`src/rtl/mem_bus_arbiter_pkg.sv`:
```
// Shared types and constants for the instruction/data memory bus arbiter.
// The request/response structs mirror the core's ibus/dbus typedefs for downstream users.
package mem_bus_arbiter_pkg;

    localparam int BUS_ADDR_W = 64;
    localparam int BUS_DATA_W = 64;

    localparam logic [2:0] FETCH_SIZE = 3'b010;

    typedef enum logic [2:0] {
        IDLE    = 3'd0,
        GRANT_I = 3'd1,
        GRANT_D = 3'd2,
        WAIT_I  = 3'd3,
        WAIT_D  = 3'd4
    } arb_state_t;

    typedef struct packed {
        logic                    valid;
        logic                    is_fetch;
        logic [BUS_ADDR_W-1:0]   addr;
        logic [2:0]              size;
        logic [BUS_DATA_W/8-1:0] strobe;
        logic [BUS_DATA_W-1:0]   data;
    } mreq_t;

    typedef struct packed {
        logic                  addr_ok;
        logic                  data_ok;
        logic [BUS_DATA_W-1:0] data;
    } mresp_t;

    // Instruction words are 32 bits; addr[2] picks the half of the 64-bit beat.
    function automatic logic [31:0] select_word(input logic [63:0] beat, input logic upper);
        return upper ? beat[63:32] : beat[31:0];
    endfunction

endpackage

```
`src/rtl/mem_bus_arbiter_if.sv`:
```
// Bundle of the fetch, data and downstream memory handshakes around the arbiter.
// master = the arbiter's view; slave = the surrounding core and memory.
interface mem_bus_arbiter_if #(
    parameter int ADDR_W = 64,
    parameter int DATA_W = 64
);

    logic                ireq_valid;
    logic [ADDR_W-1:0]   ireq_addr;
    logic                iresp_addr_ok;
    logic                iresp_data_ok;
    logic [31:0]         iresp_data;

    logic                dreq_valid;
    logic [ADDR_W-1:0]   dreq_addr;
    logic [2:0]          dreq_size;
    logic [DATA_W/8-1:0] dreq_strobe;
    logic [DATA_W-1:0]   dreq_data;
    logic                dresp_addr_ok;
    logic                dresp_data_ok;
    logic [DATA_W-1:0]   dresp_data;

    logic                mreq_valid;
    logic                mreq_is_fetch;
    logic [ADDR_W-1:0]   mreq_addr;
    logic [2:0]          mreq_size;
    logic [DATA_W/8-1:0] mreq_strobe;
    logic [DATA_W-1:0]   mreq_data;
    logic                mresp_addr_ok;
    logic                mresp_data_ok;
    logic [DATA_W-1:0]   mresp_data;

    modport master (
        input  ireq_valid, ireq_addr,
        output iresp_addr_ok, iresp_data_ok, iresp_data,
        input  dreq_valid, dreq_addr, dreq_size, dreq_strobe, dreq_data,
        output dresp_addr_ok, dresp_data_ok, dresp_data,
        output mreq_valid, mreq_is_fetch, mreq_addr, mreq_size, mreq_strobe, mreq_data,
        input  mresp_addr_ok, mresp_data_ok, mresp_data
    );

    modport slave (
        output ireq_valid, ireq_addr,
        input  iresp_addr_ok, iresp_data_ok, iresp_data,
        output dreq_valid, dreq_addr, dreq_size, dreq_strobe, dreq_data,
        input  dresp_addr_ok, dresp_data_ok, dresp_data,
        input  mreq_valid, mreq_is_fetch, mreq_addr, mreq_size, mreq_strobe, mreq_data,
        output mresp_addr_ok, mresp_data_ok, mresp_data
    );

endinterface

```
`src/rtl/mem_bus_arbiter_starve_ctr.sv`:
```
// Saturating count of data grants made while a fetch was left waiting.
// Clear wins over increment so an instruction grant always restarts the count.
module arb_starve_ctr #(
    parameter int MAX = 8
) (
    input  logic clk,
    input  logic reset,
    input  logic inc,
    input  logic clr,
    output logic at_max
);

    localparam int W = $clog2(MAX + 1);

    logic [W-1:0] count;

    always_ff @(posedge clk) begin
        if (reset) begin
            count <= '0;
        end else if (clr) begin
            count <= '0;
        end else if (inc && !at_max) begin
            count <= count + W'(1);
        end
    end

    assign at_max = (count == W'(MAX));

endmodule

```
`src/rtl/mem_bus_arbiter.sv`:
```
// Arbitrates the fetch and data buses onto one downstream memory port, one transaction
// at a time. Data wins ties unless the fetch side has been starved STARVE_MAX times.
module mem_bus_arbiter
    import mem_bus_arbiter_pkg::*;
#(
    parameter int ADDR_W     = BUS_ADDR_W,
    parameter int DATA_W     = BUS_DATA_W,
    parameter int STARVE_MAX = 8
) (
    input  logic               clk,
    input  logic               reset,
    mem_bus_arbiter_if.master  bus
);

    arb_state_t state;
    arb_state_t state_next;

    logic grant_i;
    logic grant_d;
    logic starve_at_max;

    logic                req_is_fetch;
    logic [ADDR_W-1:0]   req_addr;
    logic [2:0]          req_size;
    logic [DATA_W/8-1:0] req_strobe;
    logic [DATA_W-1:0]   req_data;

    arb_starve_ctr #(
        .MAX (STARVE_MAX)
    ) u_starve (
        .clk    (clk),
        .reset  (reset),
        .inc    (grant_d && bus.ireq_valid),
        .clr    (grant_i),
        .at_max (starve_at_max)
    );

    always_ff @(posedge clk) begin
        if (reset) begin
            state <= IDLE;
        end else begin
            state <= state_next;
        end
    end

    // A same-cycle addr_ok/data_ok pair skips the WAIT state entirely.
    always_comb begin
        state_next = state;
        grant_i    = 1'b0;
        grant_d    = 1'b0;
        unique case (state)
            IDLE: begin
                if (bus.dreq_valid && !(bus.ireq_valid && starve_at_max)) begin
                    state_next = GRANT_D;
                    grant_d    = 1'b1;
                end else if (bus.ireq_valid) begin
                    state_next = GRANT_I;
                    grant_i    = 1'b1;
                end
            end
            GRANT_I: begin
                if (bus.mresp_addr_ok) begin
                    state_next = bus.mresp_data_ok ? IDLE : WAIT_I;
                end
            end
            GRANT_D: begin
                if (bus.mresp_addr_ok) begin
                    state_next = bus.mresp_data_ok ? IDLE : WAIT_D;
                end
            end
            WAIT_I: begin
                if (bus.mresp_data_ok) begin
                    state_next = IDLE;
                end
            end
            WAIT_D: begin
                if (bus.mresp_data_ok) begin
                    state_next = IDLE;
                end
            end
            default: begin
                state_next = IDLE;
            end
        endcase
    end

    // Request fields are captured only at grant, so downstream sees them stable
    // for the whole transaction even if the requester changes its inputs.
    always_ff @(posedge clk) begin
        if (reset) begin
            req_is_fetch <= 1'b0;
            req_addr     <= '0;
            req_size     <= '0;
            req_strobe   <= '0;
            req_data     <= '0;
        end else if (grant_d) begin
            req_is_fetch <= 1'b0;
            req_addr     <= bus.dreq_addr;
            req_size     <= bus.dreq_size;
            req_strobe   <= bus.dreq_strobe;
            req_data     <= bus.dreq_data;
        end else if (grant_i) begin
            req_is_fetch <= 1'b1;
            req_addr     <= bus.ireq_addr;
            req_size     <= FETCH_SIZE;
            req_strobe   <= '0;
            req_data     <= '0;
        end
    end

    assign bus.mreq_valid    = (state == GRANT_I) || (state == GRANT_D);
    assign bus.mreq_is_fetch = req_is_fetch;
    assign bus.mreq_addr     = req_addr;
    assign bus.mreq_size     = req_size;
    assign bus.mreq_strobe   = req_strobe;
    assign bus.mreq_data     = req_data;

    // Responses are suppressed during reset so an aborted transaction never completes.
    assign bus.iresp_addr_ok = !reset && (state == GRANT_I) && bus.mresp_addr_ok;
    assign bus.dresp_addr_ok = !reset && (state == GRANT_D) && bus.mresp_addr_ok;

    assign bus.iresp_data_ok = !reset && bus.mresp_data_ok &&
                               (((state == GRANT_I) && bus.mresp_addr_ok) || (state == WAIT_I));
    assign bus.dresp_data_ok = !reset && bus.mresp_data_ok &&
                               (((state == GRANT_D) && bus.mresp_addr_ok) || (state == WAIT_D));

    assign bus.iresp_data = select_word(bus.mresp_data[63:0], req_addr[2]);
    assign bus.dresp_data = bus.mresp_data;

endmodule
```
`src/flat_wrapper.sv`:
```
// flat-port wrapper written by rule: the top's interface ports become plain ports
module mem_bus_arbiter_flat import mem_bus_arbiter_pkg::*;
#(
    parameter int ADDR_W     = BUS_ADDR_W,
    parameter int DATA_W     = BUS_DATA_W,
    parameter int STARVE_MAX = 8
)
  (clk, reset, bus_ireq_valid, bus_ireq_addr, bus_iresp_addr_ok, bus_iresp_data_ok, bus_iresp_data, bus_dreq_valid, bus_dreq_addr, bus_dreq_size, bus_dreq_strobe, bus_dreq_data, bus_dresp_addr_ok, bus_dresp_data_ok, bus_dresp_data, bus_mreq_valid, bus_mreq_is_fetch, bus_mreq_addr, bus_mreq_size, bus_mreq_strobe, bus_mreq_data, bus_mresp_addr_ok, bus_mresp_data_ok, bus_mresp_data);
  mem_bus_arbiter_if #(.ADDR_W(ADDR_W), .DATA_W(DATA_W)) bus_i ();
  input  logic clk;
  input  logic reset;
  input wire logic [$bits(bus_i.ireq_valid)-1:0] bus_ireq_valid;
  input wire logic [$bits(bus_i.ireq_addr)-1:0] bus_ireq_addr;
  output wire logic [$bits(bus_i.iresp_addr_ok)-1:0] bus_iresp_addr_ok;
  output wire logic [$bits(bus_i.iresp_data_ok)-1:0] bus_iresp_data_ok;
  output wire logic [$bits(bus_i.iresp_data)-1:0] bus_iresp_data;
  input wire logic [$bits(bus_i.dreq_valid)-1:0] bus_dreq_valid;
  input wire logic [$bits(bus_i.dreq_addr)-1:0] bus_dreq_addr;
  input wire logic [$bits(bus_i.dreq_size)-1:0] bus_dreq_size;
  input wire logic [$bits(bus_i.dreq_strobe)-1:0] bus_dreq_strobe;
  input wire logic [$bits(bus_i.dreq_data)-1:0] bus_dreq_data;
  output wire logic [$bits(bus_i.dresp_addr_ok)-1:0] bus_dresp_addr_ok;
  output wire logic [$bits(bus_i.dresp_data_ok)-1:0] bus_dresp_data_ok;
  output wire logic [$bits(bus_i.dresp_data)-1:0] bus_dresp_data;
  output wire logic [$bits(bus_i.mreq_valid)-1:0] bus_mreq_valid;
  output wire logic [$bits(bus_i.mreq_is_fetch)-1:0] bus_mreq_is_fetch;
  output wire logic [$bits(bus_i.mreq_addr)-1:0] bus_mreq_addr;
  output wire logic [$bits(bus_i.mreq_size)-1:0] bus_mreq_size;
  output wire logic [$bits(bus_i.mreq_strobe)-1:0] bus_mreq_strobe;
  output wire logic [$bits(bus_i.mreq_data)-1:0] bus_mreq_data;
  input wire logic [$bits(bus_i.mresp_addr_ok)-1:0] bus_mresp_addr_ok;
  input wire logic [$bits(bus_i.mresp_data_ok)-1:0] bus_mresp_data_ok;
  input wire logic [$bits(bus_i.mresp_data)-1:0] bus_mresp_data;
  assign bus_i.ireq_valid = bus_ireq_valid;
  assign bus_i.ireq_addr = bus_ireq_addr;
  assign bus_iresp_addr_ok = bus_i.iresp_addr_ok;
  assign bus_iresp_data_ok = bus_i.iresp_data_ok;
  assign bus_iresp_data = bus_i.iresp_data;
  assign bus_i.dreq_valid = bus_dreq_valid;
  assign bus_i.dreq_addr = bus_dreq_addr;
  assign bus_i.dreq_size = bus_dreq_size;
  assign bus_i.dreq_strobe = bus_dreq_strobe;
  assign bus_i.dreq_data = bus_dreq_data;
  assign bus_dresp_addr_ok = bus_i.dresp_addr_ok;
  assign bus_dresp_data_ok = bus_i.dresp_data_ok;
  assign bus_dresp_data = bus_i.dresp_data;
  assign bus_mreq_valid = bus_i.mreq_valid;
  assign bus_mreq_is_fetch = bus_i.mreq_is_fetch;
  assign bus_mreq_addr = bus_i.mreq_addr;
  assign bus_mreq_size = bus_i.mreq_size;
  assign bus_mreq_strobe = bus_i.mreq_strobe;
  assign bus_mreq_data = bus_i.mreq_data;
  assign bus_i.mresp_addr_ok = bus_mresp_addr_ok;
  assign bus_i.mresp_data_ok = bus_mresp_data_ok;
  assign bus_i.mresp_data = bus_mresp_data;
  mem_bus_arbiter #(.ADDR_W(ADDR_W), .DATA_W(DATA_W), .STARVE_MAX(STARVE_MAX)) u_core (.clk(clk), .reset(reset), .bus(bus_i));
endmodule
```
`config.mk`:
```
export PLATFORM = sky130hd
export DESIGN_NAME = mem_bus_arbiter_flat
export DESIGN_NICKNAME = d
export VERILOG_FILES = /design/src/rtl/mem_bus_arbiter_pkg.sv /design/src/rtl/mem_bus_arbiter_if.sv /design/src/rtl/mem_bus_arbiter_starve_ctr.sv /design/src/rtl/mem_bus_arbiter.sv /design/src/flat_wrapper.sv
export SDC_FILE = /design/constraint.sdc
export NUM_CORES = 1
export LEC_CHECK = 0
export CORE_AREA = 2 2 200 202
export CTS_BUF_LIST = sky130_fd_sc_hd__clkbuf_2
export CTS_CLUSTER_DIAMETER = 120
export DETAILED_ROUTE_END_ITERATION = 6
export DIE_AREA = 0 0 202 204
export PLACE_DENSITY = 0.51
export SETUP_SLACK_MARGIN = 0.5
export SYNTH_ARGS = -nofsm -noshare
export SYNTH_HDL_FRONTEND = slang
export SYNTH_SLANG_ARGS = --single-unit
```
`constraint.sdc`:
```
create_clock -name clk -period 2.73 [get_ports clk]
set_input_delay 0.4095 -clock clk [delete_from_list [all_inputs] [get_ports clk]]
set_output_delay 0.4095 -clock clk [all_outputs]
set_load 0.02 [all_outputs]
```
Word-level counts from Yosys, hierarchy flattened
Cells that the tools add are included.
{"block": "word_totals", "in_bits": 273, "out_inout_bits": 241, "register_bits": 147}
{"block": "classes", "add_sub_neg": 1, "reduce_logical": 25, "n_eq_ne": 9, "n_mux": 22}
{"cell": "$mux 64", "n": 4}
{"cell": "$mux 32", "n": 1}
{"cell": "$mux 3", "n": 8}
{"cell": "$mux 8", "n": 2}
{"cell": "$logic_and 1x1->1", "n": 13}
{"cell": "$pmux 3 s4", "n": 1}
{"cell": "$eq 3x2->1 const B", "n": 2}
{"cell": "$reduce_or 2->1", "n": 3}
{"cell": "$mux 1", "n": 5}
{"cell": "$add 4x1->4 const B", "n": 1}
{"cell": "$eq 4x4->1 const B", "n": 1}
{"cell": "$ne 2x2->1 const B", "n": 2}
{"cell": "$reduce_and 4->1", "n": 1}
{"cell": "$eq 3x1->1 const B", "n": 1}
{"cell": "$eq 3x3->1 const B", "n": 1}
{"cell": "$logic_not 1->1", "n": 3}
{"cell": "$logic_not 3->1", "n": 1}
{"cell": "$logic_or 1x1->1", "n": 3}
{"cell": "$ne 3x2->1 const B", "n": 1}
{"cell": "$mux 2", "n": 1}
{"cell": "$ne 2x1->1 const B", "n": 1}
{"cell": "$reduce_bool 2->1", "n": 1}

Logic depth before layout (Yosys ltp)
Gate-level depths: netlist of the first run.
{"block": "depth", "ltp_word": 8, "ltp_mapped": 9, "ltp_nobuf": 6}

Hierarchy
A second synthesis of the first run with hierarchy kept.
{"block": "unflattened", "hier_cells": 713, "hier_area_um2": 6736.5}
{"mod": "mem_bus_arbiter", "cells_each": 688, "instances": 1, "area_per_inst_um2": 6512.5}
{"mod": "arb_starve_ctr", "cells_each": 25, "instances": 1, "area_per_inst_um2": 224.0}

Worst setup path after synthesis of the first run
No wires, ideal clock.
{"block": "synth_path", "kind": "input-to-output", "startpoint": "input port reset", "endpoint": "output port bus_dresp_addr_ok", "setup_slack_ps": 848, "path_stages": 3, "arrival_time_ps": 1472, "path_buffers": 2, "path_cell_list": "clkbuf_1 clkbuf_1 nor4_1"}
{"block": "synth_between", "elab_chain_len": 3}
{"element": "start: declaration", "line_no": "flat_wrapper.sv:11", "rtl": "input logic reset;"}
{"element": "$logic_not 1->1", "line_no": "mem_bus_arbiter.sv:120", "rtl": "assign bus.dresp_addr_ok = !reset && (state == GRANT_D) && bus.mresp_addr_ok;"}
{"element": "$logic_and 1x1->1 (2 in series)", "line_no": "mem_bus_arbiter.sv:120"}
{"element": "end: declaration", "line_no": "flat_wrapper.sv:22", "rtl": "output wire logic [$bits(bus_i.dresp_addr_ok)-1:0] bus_dresp_addr_ok;"}
Every way passes these cells.

Worst setup path in the final report of the first run
{"block": "layout_path", "startpoint": "register u_core.req_addr[2] (netlist: u_core.bus.mreq_addr[2])", "endpoint": "output port bus_iresp_data[22]"}
{"block": "layout_between", "elab_chain_len": 1}
{"element": "start: declaration", "line_no": "mem_bus_arbiter.sv:23", "rtl": "logic [ADDR_W-1:0] req_addr;"}
{"element": "start signal: assignment", "line_no": "mem_bus_arbiter.sv:98", "rtl": "req_addr <= bus.dreq_addr;"}
{"element": "start signal: assignment", "line_no": "mem_bus_arbiter.sv:104", "rtl": "req_addr <= bus.ireq_addr;"}
{"element": "$mux 32", "line_no": "mem_bus_arbiter_pkg.sv:35", "rtl": "return upper ? beat[63:32] : beat[31:0];"}
{"element": "end: declaration", "line_no": "flat_wrapper.sv:16", "rtl": "output wire logic [$bits(bus_i.iresp_data)-1:0] bus_iresp_data;"}
Every way passes these cells.

==> results of run 1 <==
==> cells by family after synthesis <==
logic type               count (synthesis)
adder cells (fa/ha/maj)                  2
AO/OA/AOI/OAI                          151
multiplexers                            33
flip-flops                             147
AND/OR/NAND/NOR                        297
XOR/XNOR                                 3
buffers and inverters                  135
==> state kept, by name (all words and copies together), names as in the netlist <==
| name | flops |
|---|---|
| u_core.bus.mreq_addr | 64 |
| u_core.state | 3 |
| u_core.bus.mreq_is_fetch | 1 |
| u_core.bus.mreq_data | 64 |
| u_core.u_starve.count | 4 |
| u_core.bus.mreq_strobe | 8 |
| u_core.bus.mreq_size | 3 |
==> metal layers <==
layer  share of wire (%)  vias up  global-route usage [%]
li1                    -     3617                       -
met1                  47     3463                    18.5
met2                  45      300                    21.4
met3                 6.8       29                    4.38
met4                 1.6        0                    4.70
met5                   0        -                       0
==> path summary, 6_finish.rpt <==
check / startpoint / endpoint / slack [ps] / depth (start not counted)
min reg2reg: u_core.u_starve.count[1] / u_core.u_starve.count[1] / 510 / 2
max: u_core.bus.mreq_addr[2] / bus_iresp_data[22] / 230 / 4
max reg2reg: u_core.state[2] / u_core.bus.mreq_addr[26] / 550 / 9
min: bus_dreq_addr[52] / u_core.bus.mreq_addr[52] / 170 / 3
==> tightest hold or removal path: cells and delay by family <==
| family | cells | cell delay (ps) |
|---|---|---|
| compound gates | 1 | 80 |
| buf+inv | 1 | 400 |
| simple gates | 1 | 70 |
==> cell usage in the layout (no fill, tap or decap), types with 2 or more instances in the layout <==
cell type,count
nand2_1,132
clkinv_2,2
dlygate4sd3_1,59
nand3_1,3
nand2_2,2
bufinv_16,4
a311oi_1,34
buf_12,7
buf_6,43
nor2_4,2
mux2_4,31
dfxtp_1,142
a21oi_1,5
ha_1,2
inv_1,2
a311oi_2,30
clkbuf_2,17
buf_16,4
nand4_1,2
buf_4,22
dlygate4sd2_1,138
clkinv_4,5
clkdlybuf4s50_1,335
a22oi_1,74
clkbuf_16,5
nor2_1,144
inv_6,2
dfxtp_4,4
==> metrics by stage <==
step | power, W | utilization, % | hold WS (ps)
after floorplan | 0.00379 | - | 457
final | 0.00669 | 33.9 | 173
after global routing | 0.00705 | 33.9 | 41.0
after global placement | 0.00499 | 30.5 | 476
after detailed placement | 0.00500 | 30.5 | 482
after CTS | 0.00661 | 32.8 | 0.921
==> layout make-up <==
| cell class | count | share of cell area (%) |
|---|---|---|
| repair buffers | 615 | 46.5 |
| multi-input cells | 487 | 24.0 |
| flip-flops and latches | 147 | 22.2 |
| well taps | 525 | 4.94 |
| clock inverters | 15 | 1.55 |
| clock buffers | 17 | 0.640 |
| inverters | 2 | 0.0564 |
| diodes | 1 | 0.0188 |
==> power by group <==
part | internal, W | switching (W) | total (W) | leakage [nW]
Sequential | 0.00237 | 0.000121 | 0.00249 | 1.21
Combinational | 0.00131 | 0.00133 | 0.00264 | 4.25
Clock | 0.000617 | 0.000941 | 0.00156 | 0.172
Total | 0.00429 | 0.00240 | 0.00669 | 5.64
==> what timing repair did <==
item / in CTS / in global routing
buffers inserted: 8 / 15
pin swaps: 1 / 7
endpoints found under the hold margin: 40 / 0
gates resized for setup: 326 / 114
cloned: 2 / 6
setup endpoints to repair: 177 / 74
hold buffers: 59 / 0
==> run summary, run 1 <==
CP max stage cell -> dfxtp_4
I/O pins -> 514
area of the multi-input gates -> 3190 µm²
syn avg cell area -> 8.84 µm²
largest cells by area after synthesis -> dfxtp_1, buf_4, a22oi_1
Synth Register Bits -> 147
final non-filler cell total -> 1,809
Placed Area -> 11,900 µm²
worst hold path class -> input pin to flip-flop
clk buf depth -> 2
startpoint types -> flip-flop
CP Capture Type -> output port
Yosys top cell by area -> dfxtp_1
Worst path max stage delay -> 540 ps
setup tns final -> 0 ps
DRC Markers -> 0
layout cell share with drive strength beyond 1 -> 15.3%
max-slew violations -> 0
Worst-path clk slew -> 280 ps
num rows -> 73
H-tree depth -> 4
Starting Density -> 17.3%
ANT nets after route -> 0
PwrDens -> 503 nW/µm²
slew at the pin with the worst max-slew slack -> 1010 ps
TritonCTS clock tree -> yes
Vias/cell -> 4.10
Post-Synth XOR/XNOR Area -> 0.387%
# fillers -> 4,010
top-area cell type share of the netlist area -> 43.3%
Area Growth Syn to Fin -> 95.9%
RePlAce Congestion -> 0.747
DIE WIDTH -> 202 µm
Clk Latency, worst-skew pair -> 810 ps
die height -> 204 µm
Place WS -> 263 ps
Synth Instances -> 768
root buffer cell -> clkbuf_2
Netlist cell types -> 36
post-synthesis compound-gate area fraction -> 20.3%
Buffers & Inverters on Critical Path -> 3
global-route wire length before repair -> 44,500 µm
nets -> 1,545
Fmax achieved -> 400 MHz
largest net degree at the start of global routing -> 143
final WL -> 32,000 µm
Post-Syn Area -> 6790 µm²
CTS Buf Count -> 17
VDD IR-drop max -> 0.310 mV
fraction of registers with async set or reset after synthesis -> 0%
sequential fraction of the synthesis area -> 43.3%
Total Die Area -> 41,200 µm²
Final min period -> 2500 ps
GR Util All Layers -> 14.0%
fin crit share -> 91.5%
Vias -> 7,409
Synth Warn # -> 0
vias in the first global route -> 7,399
worst setup margin -> 232 ps
kind of cell adding the most delay to the critical path -> flip-flops
core box area -> 39,200 µm²
Port Buf Inserts -> 513
syn nets -> 1,043
crit path max fanout -> 8
Register Area -> 2960 µm²
max-cap viol count -> 0
Post-synth EDFFs -> 0
post-DP HPWL -> 20,900 µm
worst path cell trace -> buf_12 -> buf_16 -> mux2_4 -> buf_6
largest family of logic cells by synthesized area -> compound AO/OA/AOI/OAI gates
Setup violations, final -> 0
Synth Flop Type -> dfxtp_1
Critical Path AT -> 2090 ps
RSZ-0062 raised after global routing -> yes
Finished Cell Area -> 13,300 µm²
Post-Synth Simple-Gate Area -> 17.4%
status -> finished clean
initial antenna violation count -> 1
leakage dissipation -> 5.64 nW
mux cell area share after synthesis -> 5.45%
grt ovf -> 0
Placed Cells -> 1,686
DR WL/cell -> 17.7 µm
Slew Limit Headroom -> 32.4%
Worst EP required -> 2320 ps
most frequent cells after synthesis -> dfxtp_1, nor2_1, nand2_1, buf_4, a22oi_1
drt first pass iters -> 4
Hold Vio Cnt, Final -> 0
clock skew -> 56.2 ps
Setup Crit Path Kind -> flip-flop to output port
clock sink count -> 147
DR iter-0 viols -> 297
adder-cell share of the synthesized area -> 0.369%
No activity file was read; power rests on OpenSTA's default activity.
==> run 2: changes to the inputs <==
--- a/config.mk
+++ b/config.mk
@@ -5,13 +5,14 @@
 export SDC_FILE = /design/constraint.sdc
 export NUM_CORES = 1
 export LEC_CHECK = 0
-export CORE_AREA = 2 2 200 202
-export CTS_BUF_LIST = sky130_fd_sc_hd__clkbuf_2
+export CORE_AREA = 2 2 202 204
+export CTS_BUF_LIST = sky130_fd_sc_hd__clkbuf_16
 export CTS_CLUSTER_DIAMETER = 120
 export DETAILED_ROUTE_END_ITERATION = 6
-export DIE_AREA = 0 0 202 204
-export PLACE_DENSITY = 0.51
+export DIE_AREA = 0 0 204 206
+export PLACE_DENSITY = 0.5
 export SETUP_SLACK_MARGIN = 0.5
+export SKIP_CTS_REPAIR_TIMING = 1
 export SYNTH_ARGS = -nofsm -noshare
 export SYNTH_HDL_FRONTEND = slang
 export SYNTH_SLANG_ARGS = --single-unit
==> run summary, run 2 (synthesis gave the netlist of run 1 again) <==
Fmax achieved -> 405 MHz (+1.1%)
Worst path max stage delay -> 690 ps (+150 ps)
sw frac -> 32.2% (-3.6 points)
Area Growth Syn to Fin -> 88.0%
ANT nets after route -> 0 (unchanged)
Setup violations, final -> 0 (unchanged)
DR iter-0 viols -> 297 (unchanged)
Port Buf Inserts -> 513 (unchanged)
vias in the first global route -> 6,954 (-6.0%)
largest net degree at the start of global routing -> 99 (-31%)
Worst EP required -> 2320 ps (about the same)
Total Die Area -> 42,000 µm² (+2.0%)
I/O pins -> 514 (unchanged)
Vias -> 7,134 (-3.7%)
Slew Limit Headroom -> 51.9% (+20 points)
max-slew violations -> 0 (unchanged)
kind of cell adding the most delay to the critical path -> buffers and inverters
clk buf depth -> 2 (unchanged)
Pint -> 0.00496 W (+16%)
Crit path top cell by count -> clkdlybuf4s50_1
clock sink count -> 147 (unchanged)
slew at the pin with the worst max-slew slack -> 721 ps (-293 ps)
PwrDens -> 573 nW/µm² (+14%)
Pwr Total -> 0.00732 W (+9.4%)
Setup Crit Path Kind -> input pin to output port
CP max stage cell -> clkdlybuf4s50_1
commonest non-fill, non-tap cells in the layout -> clkdlybuf4s50_1, nor2_1, dfxtp_1, nand2_1, a22oi_1
Hold Vio Cnt, Final -> 0 (unchanged)
leading cell type in the layout, fill and taps excluded -> clkdlybuf4s50_1
initial antenna violation count -> 1 (unchanged)
status -> finished clean
VDD IR-drop max -> 0.409 mV (+32%)
Worst-path clk slew -> 60 ps (-220 ps)
CP Capture Type -> output port
core box area -> 40,200 µm² (+2.6%)
Clk Latency, worst-skew pair -> 430 ps (-380 ps)
Final min period -> 2470 ps (-27.0 ps)
Vias/cell -> 4.10 (about the same)
Clock power frac -> 31.7% (+8.4 points)
Critical Path AT -> 2060 ps (-30 ps)
leakage dissipation -> 4.98 nW (-12%)
drt first pass iters -> 4 (unchanged)
GR Util All Layers -> 13.3% (-0.70 points)
TritonCTS clock tree -> yes
final WL -> 29,900 µm (-6.5%)
setup tns final -> 0 ps (unchanged)
Starting Density -> 16.9% (-0.43 points)
global-route wire length before repair -> 42,100 µm (-5.4%)
DRC Markers -> 0 (unchanged)
worst path cell trace -> clkdlybuf4s50_1 -> nand2_1 -> nor4_1 -> clkdlybuf4s50_1
Logic pwr share -> 34.2% (-5.3 points)
sequential fraction of design power -> 34.1% (-3.1 points)
H-tree depth -> 4 (unchanged)
DR WL/cell -> 17.2 µm (-2.9%)
startpoint types -> input pin
post-DP HPWL -> 22,500 µm (+7.7%)
num rows -> 74 (+1.4%)
die height -> 206 µm (+0.98%)
grt ovf -> 0 (unchanged)
layout cell share with drive strength beyond 1 -> 11.2% (-4.1 points)
NetSw -> 0.00236 W (-1.7%)
RSZ-0062 raised after global routing -> yes
DIE WIDTH -> 204 µm (+0.99%)
crit path max fanout -> 5 (-3)
diode count -> 0 (-1)
clock skew -> 10.2 ps (-46.0 ps)
max-cap viol count -> 0 (unchanged)
Buffers & Inverters on Critical Path -> 2 (-1)
RePlAce Congestion -> 0.786 (+5.2%)
fin crit share -> 90.5% (-0.99 points)
CTS Buf Count -> 17 (unchanged)
root buffer cell -> clkbuf_16
worst hold path class -> input pin to flip-flop
nets -> 1,473 (-4.7%)
[run 2: cell count changes in the layout (fill, tap and decap cells not counted), sizes merged, moves of 2 or more]
cell	delta
clkinv	-2
clkbuf	-5
dlymetal6s2s	+35
clkdlybuf4s50	+142
bufinv	-2
dlygate4sd2	-138
dlygate4sd3	-59
buf	-45
clkinvlp	+4
[run 2: layout make-up]
class                      instances  area, µm²
inverter                           2       7.51
clock buffer                      17        425
clock inverter                    14        140
tap                              532        666
sequential                       147       2950
multi-input combinational        486       3020
fill                            4188      27400
timing repair buffer             544       5560
[run 2: worst paths after layout]
kind,from,endpoint,slack [ps],cells after the start
max,bus_mresp_addr_ok,bus_dresp_addr_ok,260,4
min,reset,u_core.state[2],270,4
max reg2reg,u_core.u_starve.count[0],u_core.bus.mreq_data[29],710,8
min reg2reg,u_core.bus.mreq_size[1],u_core.bus.mreq_size[1],500,2
[run 2: tightest hold or removal path, stage by stage]
cell	delay [ps]
buf_4	120
nor2_1	50
nand2_1	50
nor2_1	30
[run 2: layer usage]
layer / vias to the layer above / routed length, µm / track usage, %
li1: 3474 / - / -
met1: 3325 / 13300 / 17.4
met2: 304 / 13300 / 19.9
met3: 29 / 2720 / 5.05
met4: 2 / 544 / 4.35
met5: - / 13 / 0
[run 2: per-stage QoR]
| stage | instances | util (%) | cell area, µm² | hold slack (ps) | setup WS (ps) |
|---|---|---|---|---|---|
| floorplan | 768 | - | 6790 | 457 | 848 |
| detailed placement | 1711 | 30.1 | 12100 | 486 | 263 |
| global placement | 1711 | 30.1 | 12100 | 477 | 261 |
| finish | 1742 | 31.8 | 12800 | 271 | 259 |
| global route | 1742 | 31.8 | 12800 | 281 | 191 |
| CTS | 1742 | 31.5 | 12700 | 256 | 73.3 |
[run 2: power by group through the flow]
stage	Sequential, W	Combinational, W	Clock [W]
5_1_grt	0.00252	0.00266	0.00251
3_3_place_gp	0.00253	0.00252	0
6_report	0.00249	0.00250	0.00232
4_1_cts	0.00249	0.00254	0.00242
3_5_place_dp	0.00254	0.00253	0
2_1_floorplan	0.00277	0.00102	0
